--- src/rtl/mem_burst_ctrl.sv ---
// mem_burst_ctrl
//   Burst sequencer sitting directly in front of a single-port register-file
//   memory. It accepts one read or write burst command at a time and walks
//   the memory address from cmd_addr for cmd_len+1 beats. The address wraps
//   naturally modulo DEPTH.
//
//   Write bursts stream wr_data beats straight into the memory write port.
//   Read bursts sample the memory's combinational data_out into a one-entry
//   output register with valid/ready backpressure.
//
// Parameters
//   DEPTH  memory depth in words. Must be a power of 2 and at least 2, so the
//          address counter wraps on its own.
//   WIDTH  data word width in bits.
//   AW     address and length width, derived from DEPTH.
//
// Ports
//   clk, rst_n                 clock; asynchronous active-low reset
//   cmd_valid/cmd_ready        burst command handshake
//   cmd_write                  1 = write burst, 0 = read burst
//   cmd_addr                   address of the first beat
//   cmd_len                    number of beats minus one
//   wr_valid/wr_ready/wr_data  write beat stream
//   rd_valid/rd_ready/rd_data  read beat stream (registered)
//   busy                       high whenever a burst is in progress
//   done                       one-cycle pulse when a burst completes
//   mem_write_en               memory write enable
//   mem_addr                   memory address
//   mem_data_in                memory write data
//   mem_data_out               memory read data (combinational read of mem_addr)

module mem_burst_ctrl #(
   parameter int DEPTH = 16,
   parameter int WIDTH = 8,
   localparam int AW = $clog2(DEPTH)
) (
   input  logic             clk,
   input  logic             rst_n,
   input  logic             cmd_valid,
   output logic             cmd_ready,
   input  logic             cmd_write,
   input  logic [AW-1:0]    cmd_addr,
   input  logic [AW-1:0]    cmd_len,
   input  logic             wr_valid,
   output logic             wr_ready,
   input  logic [WIDTH-1:0] wr_data,
   output logic             rd_valid,
   input  logic             rd_ready,
   output logic [WIDTH-1:0] rd_data,
   output logic             busy,
   output logic             done,
   output logic             mem_write_en,
   output logic [AW-1:0]    mem_addr,
   output logic [WIDTH-1:0] mem_data_in,
   input  logic [WIDTH-1:0] mem_data_out
);

   typedef enum logic [1:0] {
      IDLE  = 2'd0,
      WRITE = 2'd1,
      READ  = 2'd2,
      DRAIN = 2'd3
   } state_t;

   state_t        state;
   state_t        state_next;
   logic [AW-1:0] cur_addr;
   logic [AW-1:0] beats_left;

   logic cmd_fire;
   logic wr_fire;
   logic rd_load;
   logic rd_fire;
   logic last_beat;

   // Handshake and event decode shared by the FSM and the datapath.
   // A read beat is loaded whenever the output register is empty or is
   // being emptied in the same cycle. This keeps one beat per cycle while
   // rd_ready stays high, and holds rd_data stable while the sink stalls.
   always_comb begin
      cmd_fire  = (state == IDLE) && cmd_valid;
      wr_fire   = (state == WRITE) && wr_valid;
      rd_load   = (state == READ) && (!rd_valid || rd_ready);
      rd_fire   = rd_valid && rd_ready;
      last_beat = (beats_left == '0);
   end

   // State register.
   always_ff @(posedge clk or negedge rst_n) begin
      if (!rst_n) begin
         state <= IDLE;
      end else begin
         state <= state_next;
      end
   end

   // Next-state decode and combinational memory/handshake outputs.
   // The memory address is only driven from cur_addr while a burst touches
   // the memory. Otherwise it rests at zero. A reset therefore takes
   // mem_addr and mem_write_en back to idle values immediately, so an
   // aborted burst cannot issue another write.
   always_comb begin
      state_next   = state;
      cmd_ready    = 1'b0;
      wr_ready     = 1'b0;
      mem_write_en = 1'b0;
      mem_addr     = '0;
      mem_data_in  = wr_data;
      busy         = (state != IDLE);

      case (state)
         IDLE: begin
            cmd_ready = 1'b1;
            if (cmd_fire) begin
               state_next = cmd_write ? WRITE : READ;
            end
         end

         WRITE: begin
            wr_ready     = 1'b1;
            mem_write_en = wr_valid;
            mem_addr     = cur_addr;
            if (wr_fire && last_beat) begin
               state_next = IDLE;
            end
         end

         READ: begin
            mem_addr = cur_addr;
            if (rd_load && last_beat) begin
               state_next = DRAIN;
            end
         end

         DRAIN: begin
            if (rd_fire) begin
               state_next = IDLE;
            end
         end

         default: begin
            state_next = IDLE;
         end
      endcase
   end

   // Address and beat counters.
   // Both are loaded on command acceptance and stepped on every beat that
   // moves data, whether a write handshake or a read load. The address
   // wraps from DEPTH-1 to 0 because DEPTH is a power of 2.
   always_ff @(posedge clk or negedge rst_n) begin
      if (!rst_n) begin
         cur_addr   <= '0;
         beats_left <= '0;
      end else if (cmd_fire) begin
         cur_addr   <= cmd_addr;
         beats_left <= cmd_len;
      end else if (wr_fire || rd_load) begin
         cur_addr   <= cur_addr + 1'b1;
         beats_left <= beats_left - 1'b1;
      end
   end

   // Read output register.
   // A new load takes priority over clearing. A beat handed off in the same
   // cycle the next one loads leaves rd_valid high.
   always_ff @(posedge clk or negedge rst_n) begin
      if (!rst_n) begin
         rd_valid <= 1'b0;
         rd_data  <= '0;
      end else if (rd_load) begin
         rd_valid <= 1'b1;
         rd_data  <= mem_data_out;
      end else if (rd_fire) begin
         rd_valid <= 1'b0;
      end
   end

   // Completion pulse.
   // done is registered, so it is high in the first IDLE cycle after a
   // burst. That is the same cycle cmd_ready returns, and a new command can
   // be accepted then.
   always_ff @(posedge clk or negedge rst_n) begin
      if (!rst_n) begin
         done <= 1'b0;
      end else begin
         done <= (wr_fire && last_beat) || ((state == DRAIN) && rd_fire);
      end
   end

endmodule

--- config.mk ---
export PLATFORM = sky130hd
export DESIGN_NAME = mem_burst_ctrl
export DESIGN_NICKNAME = d
export VERILOG_FILES = /design/src/rtl/mem_burst_ctrl.sv
export SDC_FILE = /design/constraint.sdc
export NUM_CORES = 1
export LEC_CHECK = 0
export CAP_MARGIN = 20
export CORE_MARGIN = 4
export CORE_UTILIZATION = 43
export CTS_CLUSTER_SIZE = 12
export DETAILED_ROUTE_END_ITERATION = 8
export GPL_ROUTABILITY_DRIVEN = 0
export GPL_TIMING_DRIVEN = 1
export MAX_ROUTING_LAYER = met4
export PLACE_DENSITY = 0.88
export SYNTH_ARGS = -nofsm -noshare
export SYNTH_HDL_FRONTEND = slang
export SYNTH_SLANG_ARGS = --single-unit
--- constraint.sdc ---
create_clock -name clk -period 4.4 [get_ports clk]
set_input_delay 1.32 -clock clk [delete_from_list [all_inputs] [get_ports clk]]
set_output_delay 1.32 -clock clk [all_outputs]
set_load 0.02 [all_outputs]
==> flow_summary.json <==
{
  "io_pins": 56,
  "cts.sinks": 20,
  "relSlewSlack_pct": 40.7,
  "h-tree-depth": 1,
  "combPwrFrac_pct": 7.0,
  "fmax_mhz": 258,
  "viasPerCell": 5.08,
  "first_pass_iters": 7,
  "cts_buffers": 3,
  "switching_share_pct": 19.0,
  "crit_chain": "clkdlybuf4s50_1 -> nand2_1 -> inv_1 -> clkdlybuf4s50_1",
  "synth-seq-cells": 20,
  "r2r_cells": 7,
  "clk_latency_ns": 0.31,
  "die_area_um2": 3550,
  "path_buf_inv": 3,
  "initial_core_util_pct": 45.7,
  "grt_pass1_wl_um": 3680,
  "drt_iter0_drc": 20,
  "ir_drop_v": 0.000179,
  "synth_area_um2": 1140,
  "synth_nets": 148,
  "finalHoldViolations": 0,
  "finalNetCount": 182,
  "dp_hpwl_um": 1970,
  "tightest_slew_ns": 0.887,
  "worst_slack_ns": 0.527,
  "slowest_stage": "clkdlybuf4s50_1",
  "finalNonFillerCells": 173,
  "setup_violations": 0,
  "antennaDiodeCount": 0,
  "setup_tns_ns": 0,
  "min_period_ns": 3.87,
  "crit_top_cell": "clkdlybuf4s50_1",
  "rsz0062_at_grt": "false",
  "synth_warnings": 0,
  "clockBufferDepth": 2,
  "syn-instance-count": 110,
  "critPathTopFamily": "buffers and inverters",
  "status": "completed",
  "cp-end-kind": "output pin",
  "p_leak_nw": 0.745,
  "ys_seq_area_share_pct": 43.8,
  "num-fill-cells": 202,
  "dp_cells": 169,
  "cts_tree": "built",
  "vias": 879,
  "cp.arrival_ns": 2.55,
  "clkPwrFrac_pct": 41.7,
  "hp-class": "reg2reg",
  "path_clk_slew_ns": 0.12,
  "grt_max_degree": 21,
  "cellInternalPower_uw": 295,
  "wl_per_cell_um": 14.3,
  "gr-total-overflow": 0,
  "hold_slack_ns": 0.519,
  "hold_depth": 1,
  "worstPathRequired_ns": 3.08,
  "dp_slack_ns": 0.525,
  "synth_edf_count": 0,
  "post-route-period-util_pct": 88.0,
  "drive_above_1_share_pct": 11.2,
  "p_per_area_nw_per_um2": 235,
  "drt_wl_total_um": 2470,
  "port_buffers": 39,
  "postCtsSetupRepairBufs": 0,
  "die_x_um": 59.6,
  "clock_skew_ns": 0.00674,
  "cpPeakStageDelay_ns": 0.60,
  "critPathMaxFanout": 2,
  "synth.distinct_cells": 27,
  "cap_viol_max_count": 0,
  "p_sw_uw": 69.2,
  "critPathKind": "in2out",
  "synth_area_per_cell_um2": 10.4,
  "core.rowCount": 18,
  "ant_nets": 0,
  "maxSlewViolCount": 0,
  "critPathLaunchType": "input port",
  "grt_use_total_pct": 14.7,
  "grt_pass1_vias": 809,
  "ys.flop_type": "dfrtp_1",
  "drcViolationCount": 0,
  "cts_resized": 0,
  "crit_cells": 4,
  "syn_to_final_growth_pct": 35.4,
  "async_reset_ff_share_pct": 100,
  "clock-root-buffer": "clkbuf_4",
  "p_seq_share_pct": 51.2,
  "dieHeight_um": 59.6,
  "ctsHoldBuffers": 0,
  "antenna_found_initial": 0,
  "core_um2": 2500
}
[final cells by class]
cell class                 instances  area, um^2  share of cell area, %
clock buffer                       3        22.5                   1.45
clock inverter                     1        30.0                   1.94
inverter                          10        37.5                   2.42
multi-input combinational         70         531                   34.2
sequential                        20         500                   32.3
tap                               30        37.5                   2.42
timing repair buffer              39         390                   25.2
[worst register-to-register path, stage by stage, from the launching register on]
cell	delay (ns)
dfrtp_1	0.40
inv_1	0.10
ha_1	0.25
nand2_1	0.09
inv_1	0.06
a21oi_2	0.43
mux2i_1	0.14
mux2_2	0.27
[flip-flops by register name, indices dropped and copies added, names as in the netlist]
name / count
beats_left: 4
rd_data: 8
rd_valid: 1
done: 1
state: 2
cur_addr: 4
[cell families (layout without fill, tap and decap cells)]
kind of cell | after synthesis | in the layout | share of synthesized area, %
flops | 20 | 20 | 43.8
buf+inv | 20 | 53 | 9.85
simple gates | 32 | 32 | 15.3
mux | 14 | 14 | 13.2
fa+ha+maj | 8 | 8 | 8.75
xor+xnor | 2 | 2 | 1.53
compound gates | 14 | 14 | 7.55
[routing by layer]
metal,global-route usage (%),wire length [um],share of wire [%]
met1,18.2,1060,43
met2,23.1,1240,50
met3,2.83,146,5.9
met4,6.96,28,1.1
met5,-,0,0
[power by group through the flow]
| stage | Clock, mW | Combinational (mW) | Sequential, mW |
|---|---|---|---|
| 2_1_floorplan | 0 | 0.0133 | 0.190 |
| 3_3_place_gp | 0 | 0.0255 | 0.190 |
| 3_5_place_dp | 0 | 0.0262 | 0.190 |
| 4_1_cts | 0.153 | 0.0263 | 0.187 |
| 5_1_grt | 0.163 | 0.0282 | 0.187 |
| 6_report | 0.152 | 0.0257 | 0.187 |
[cells in the mapped netlist (all sizes together), types with 2 or more instances]
cell	n	area, um^2
dfrtp	20	500
mux2	9	101
o211ai	2	15.0
nand3	5	25.0
mux2i	5	50.1
nand2	9	33.8
or3	3	18.8
ha	8	100
a21oi	3	18.8
o21ai	6	30.0
nand2b	2	20.0
a31oi	2	12.5
inv	10	37.5
or4	2	15.0
buf	9	71.3
nor2	5	18.8
and2	4	25.0
[per-stage QoR]
step                      util, %  power, mW  instance area (um^2)
after floorplan                 -      0.203                  1140
after global placement       59.9      0.216                  1500
after detailed placement     59.9      0.216                  1500
after CTS                    62.0      0.366                  1550
after global routing         62.0      0.378                  1550
final                        62.0      0.364                  1550
[final timing paths]
kind,from,to,slack [ns]
max in group asynchronous,rst_n,cur_addr[0]$_DFFE_PN0P_,2.36
worst max register to register,state[1]$_DFFE_PN0P_,beats_left[1]$_DFFE_PN0P_,2.57
min in group asynchronous,rst_n,rd_data[2]$_DFFE_PN0P_,1.50
worst min register to register,rd_data[5]$_DFFE_PN0P_,rd_data[5]$_DFFE_PN0P_,0.52
worst min-delay path,rd_data[5]$_DFFE_PN0P_,rd_data[5]$_DFFE_PN0P_,0.52
worst max-delay path,wr_valid,mem_write_en,0.53
[layout by cell type (no fill, tap or decap)]
cell             instances
a21oi_2                  1
nand3_1                  5
mux2i_1                  5
nand2_1                  9
nand2b_4                 1
xor2_1                   1
clkbuf_4                 3
ha_1                     8
o21ai_1                  1
and2b_1                  1
o21ai_0                  5
or4_1                    2
clkdlybuf4s50_1         39
xnor2_1                  1
and2_1                   4
dfrtp_1                 20
or3b_4                   1
bufinv_16                1
nand2b_1                 1
o211ai_1                 2
a21oi_1                  2
a31oi_1                  2
nor2_1                   5
a222oi_1                 1
or3_1                    3
inv_1                   10
mux2_2                   9
Note: power is estimated with default switching activity, not from simulation.
